[src/rtl/seq_multiplier.sv]
// Sequential 3x3 unsigned shift-and-add multiplier with a 6-bit product.
// State advances on the falling clock edge; the partial sum goes through a 3-bit carry-lookahead adder.
module seq_multiplier (
    input  logic       clk,
    input  logic       reset_n,
    input  logic       start,
    input  logic [2:0] x,
    input  logic [2:0] y,
    output logic       busy,
    output logic       done,
    output logic [5:0] product
);

    typedef enum logic [1:0] {
        S_IDLE,
        S_RUN,
        S_DONE
    } state_t;

    state_t      state_q, state_d;
    logic [2:0]  mcand_q, mcand_d;
    logic [5:0]  acc_q, acc_d;
    logic [1:0]  cnt_q, cnt_d;
    logic [5:0]  product_q, product_d;

    logic [2:0]  addend;
    logic [2:0]  add_g, add_p;
    logic [3:0]  add_c;
    logic [2:0]  add_sum;
    logic [5:0]  acc_shift;
    logic        accept;
    logic        last_iter;

    assign addend = acc_q[0] ? mcand_q : 3'b000;

    // 3-bit carry-lookahead adder: partial sum + gated multiplicand, carry-in tied low
    always_comb begin
        add_g    = acc_q[5:3] & addend;
        add_p    = acc_q[5:3] ^ addend;
        add_c[0] = 1'b0;
        add_c[1] = add_g[0] | (add_p[0] & add_c[0]);
        add_c[2] = add_g[1] | (add_p[1] & add_g[0]) | (add_p[1] & add_p[0] & add_c[0]);
        add_c[3] = add_g[2] | (add_p[2] & add_g[1]) | (add_p[2] & add_p[1] & add_g[0])
                 | (add_p[2] & add_p[1] & add_p[0] & add_c[0]);
        add_sum  = add_p ^ add_c[2:0];
    end

    // Carry lands in bit 5 as the whole accumulator shifts right by one
    assign acc_shift = {add_c[3], add_sum, acc_q[2:1]};
    assign last_iter = (cnt_q == 2'd2);
    assign accept    = start && (state_q != S_RUN);

    always_ff @(negedge clk or negedge reset_n) begin
        if (!reset_n) begin
            state_q   <= S_IDLE;
            mcand_q   <= '0;
            acc_q     <= '0;
            cnt_q     <= '0;
            product_q <= '0;
        end else begin
            state_q   <= state_d;
            mcand_q   <= mcand_d;
            acc_q     <= acc_d;
            cnt_q     <= cnt_d;
            product_q <= product_d;
        end
    end

    always_comb begin
        state_d = state_q;
        case (state_q)
            S_IDLE:  if (start) state_d = S_RUN;
            S_RUN:   if (last_iter) state_d = S_DONE;
            S_DONE:  state_d = start ? S_RUN : S_IDLE;
            default: state_d = S_IDLE;
        endcase
    end

    always_comb begin
        mcand_d   = mcand_q;
        acc_d     = acc_q;
        cnt_d     = cnt_q;
        product_d = product_q;
        if (accept) begin
            mcand_d = x;
            acc_d   = {3'b000, y};
            cnt_d   = '0;
        end else if (state_q == S_RUN) begin
            acc_d = acc_shift;
            cnt_d = cnt_q + 2'd1;
            if (last_iter) begin
                product_d = acc_shift;
            end
        end
    end

    always_comb begin
        busy    = (state_q == S_RUN);
        done    = (state_q == S_DONE);
        product = product_q;
    end

endmodule
[config.mk]
export PLATFORM = sky130hd
export DESIGN_NAME = seq_multiplier
export DESIGN_NICKNAME = d
export VERILOG_FILES = /design/src/rtl/seq_multiplier.sv
export SDC_FILE = /design/constraint.sdc
export NUM_CORES = 1
export LEC_CHECK = 0
export ABC_AREA = 1
export CAP_MARGIN = 15
export CORE_AREA = 2 2 43 84
export CTS_CLUSTER_SIZE = 25
export DETAILED_ROUTE_END_ITERATION = 8
export DIE_AREA = 0 0 45 86
export PLACE_DENSITY_LB_ADDON = 0.12
export SLEW_MARGIN = 20
export SYNTH_ARGS = -nofsm -noshare
export SYNTH_HDL_FRONTEND = slang
export SYNTH_SLANG_ARGS = --single-unit
export TNS_END_PERCENT = 5
[constraint.sdc]
create_clock -name clk -period 1.7 [get_ports clk]
set_clock_uncertainty 0.1 [all_clocks]
set_input_delay 0.425 -clock clk [delete_from_list [all_inputs] [get_ports clk]]
set_output_delay 0.425 -clock clk [all_outputs]
set_load 0.05 [all_outputs]
==> flow_summary.json <==
{
  "yosysTopAreaCellShare_pct": 51.8,
  "viasPerCell": 4.66,
  "gp_congestion": 0.761,
  "grt_pass1_wl_mm": 3.39,
  "grt_max_degree": 20,
  "antenna_found_initial": 0,
  "cp.required_ps": 1170,
  "startpoint": "state_q[0]$_DFFE_NN0P_",
  "grt_util_met1_pct": 12.9,
  "synthCells": 103,
  "ioPinCount": 17,
  "gr-max-usage-layer": "met2",
  "antenna_cells": 0,
  "place_inst": 156,
  "yosys-top-cells-area": "dfrtn_1, nand2_1, nand3_1",
  "clock_latency_ps": 270,
  "numCtsBuffers": 3,
  "rsz0062_at_grt": "yes",
  "num_vias": 750,
  "portBuffers": 16,
  "hold_class": "flop to flop",
  "crit_path_end_kind": "output pin",
  "p_total_mw": 2.41,
  "drv_slew": 0,
  "clk_pin_slew_worst_paths_ps": 50,
  "cap_violations": 0,
  "violations": "setup timing",
  "syn_area_per_cell_um2": 8.92,
  "fin_cells": 161,
  "wirelength_mm": 1.89,
  "core-area_um2": 3190,
  "grt_pass1_vias": 798,
  "yosysMostFrequentCell": "nand2_1",
  "regArea_um2": 475,
  "die_area_um2": 3870,
  "final_nets": 145,
  "yosys_most_used_dff": "dfrtn_1",
  "hold_buffers": 0,
  "initial_core_util_pct": 28.8,
  "grt_use_met2_pct": 20.6,
  "tritoncts": "done",
  "grtUsageMet3_pct": 1.47,
  "track_usage_pct": 11.9,
  "area.growth.synth_to_final_pct": 46.3,
  "die_w_um": 45,
  "worstPathMaxFanout": 3,
  "die_y_um": 86,
  "r2r-start": "acc_q[0]$_DFFE_NN0P_",
  "cts-root-buf": "clkbuf_8",
  "synth_commonest_cells": "nand2_1, dfrtn_1, nand3_1",
  "worst-setup-path-type": "flop to output pin",
  "startpoint_type": "flop",
  "htreeDepth": 1,
  "synth-edff-count": 0,
  "multiInputGateArea_um2": 412,
  "avgRoutedWirePerCell_um": 11.7,
  "ir_drop_v": 0.000942,
  "ff2ff_path_depth": 6,
  "hold_viol_final": 0,
  "outcome": "finished with violations",
  "num_rows": 29,
  "p_leak_nw": 0.708,
  "worstHoldStart": "mcand_q[0]$_DFFE_NN0P_",
  "yosys.area.top_type": "dfrtn_1",
  "n_fill_cell": 334,
  "hold_depth": 2,
  "synth_area_um2": 918,
  "yosysWarnings": 0,
  "cellPowerDensity_nw_per_um2": 1800,
  "synth_cell_type_count": 18,
  "utilization_pct": 42.1,
  "fin_tns_setup_ps": -4960,
  "fin_ws_ps": -705,
  "worst_pin_slew_ps": 194,
  "drt-initial-drc-count": 2,
  "syn_nets": 117,
  "async_reset_ff_share_pct": 100,
  "drtPass1Iterations": 4,
  "cts.sinks": 19,
  "arrival_ps": 1880,
  "synth_seq_area_share_pct": 51.8,
  "hpwl_mm": 1.51,
  "ant_nets": 0,
  "drc_errors": 0,
  "maxSlewHeadroom_pct": 87.0,
  "ys_seq_elements": 19,
  "hold_ws_ps": 320,
  "grt-ovfl-total": 0,
  "cts_max_path_buffers": 2,
  "drive_above_1_share_pct": 29.2,
  "setup_viol": 11
}
## layer usage
layer | part of all wire (%) | routed length, um
met3 | 3.2 | 60
met1 | 37 | 694
met4 | 2.7 | 50
met5 | 0 | 0
met2 | 57 | 1080
## cell families (layout without fill, tap and decap cells)
logic type	after synthesis	count (layout)	synth area share (%)
AND/OR/NAND/NOR	58	58	29.4
adder cells (fa/ha/maj)	5	5	7.63
XOR/XNOR	1	1	0.954
buffers and inverters	15	42	6.68
AO/OA/AOI/OAI	5	5	3.54
flip-flops	19	19	51.8
## what timing repair did
action | CTS | global route
setup buffers | 1 | 0
endpoints found under the setup margin | 20 | 20
resized for setup | 9 | 7
pin swaps | 3 | 6
## state kept, by name, indices dropped and copies added, names as in the netlist
signal   cells
state_q      2
cnt_q        2
acc_q        6
product      6
mcand_q      3
## path summary, 6_finish.rpt
kind | end | slack (ps)
worst min register to register | mcand_q[0]$_DFFE_NN0P_ | 320
worst max register to register | acc_q[3]$_DFFE_NN0P_ | 70
worst max-delay path | done | -710
min in group asynchronous | state_q[1]$_DFFE_NN0P_ | 1140
max in group asynchronous | cnt_q[1]$_DFFE_NN0P_ | 210
worst min-delay path | mcand_q[0]$_DFFE_NN0P_ | 320
## worst max-delay path, stage by stage (launching register included)
cell,delay (ps)
dfrtn_1,360
buf_4,150
nor2_4,110
buf_12,140
## placed cells by master, fill, tap and decap left out, types with 4 or more instances in the layout
cell type        instances
inv_2                    5
nand2_1                 34
buf_4                    7
nand3_1                 14
dfrtn_1                 19
clkdlybuf4s50_1          4
inv_1                    8
buf_12                   9
## where the power goes
part / internal, mW / total, mW / leakage [nW] / switching, mW
clock: 0.163 / 0.312 / 0.0255 / 0.149
sequential: 0.641 / 0.776 / 0.246 / 0.135
combinational: 0.594 / 1.33 / 0.436 / 0.732
## through the flow
stage | instance area [um^2] | setup slack (ps)
2_1_floorplan | 921 | -604
3_3_place_gp | 1260 | -684
3_5_place_dp | 1260 | -706
4_1_cts | 1330 | -714
5_1_grt | 1340 | -747
6_report | 1340 | -705
## layout make-up
cell class | count | share of cell area, %
clock buffers | 3 | 3.07
clock inverters | 1 | 0.372
inverters | 13 | 3.63
multi-input cells | 69 | 30.6
flip-flops and latches | 19 | 35.4
well taps | 31 | 2.89
repair buffers | 25 | 24.0
Note: power is estimated with default switching activity, not from simulation.
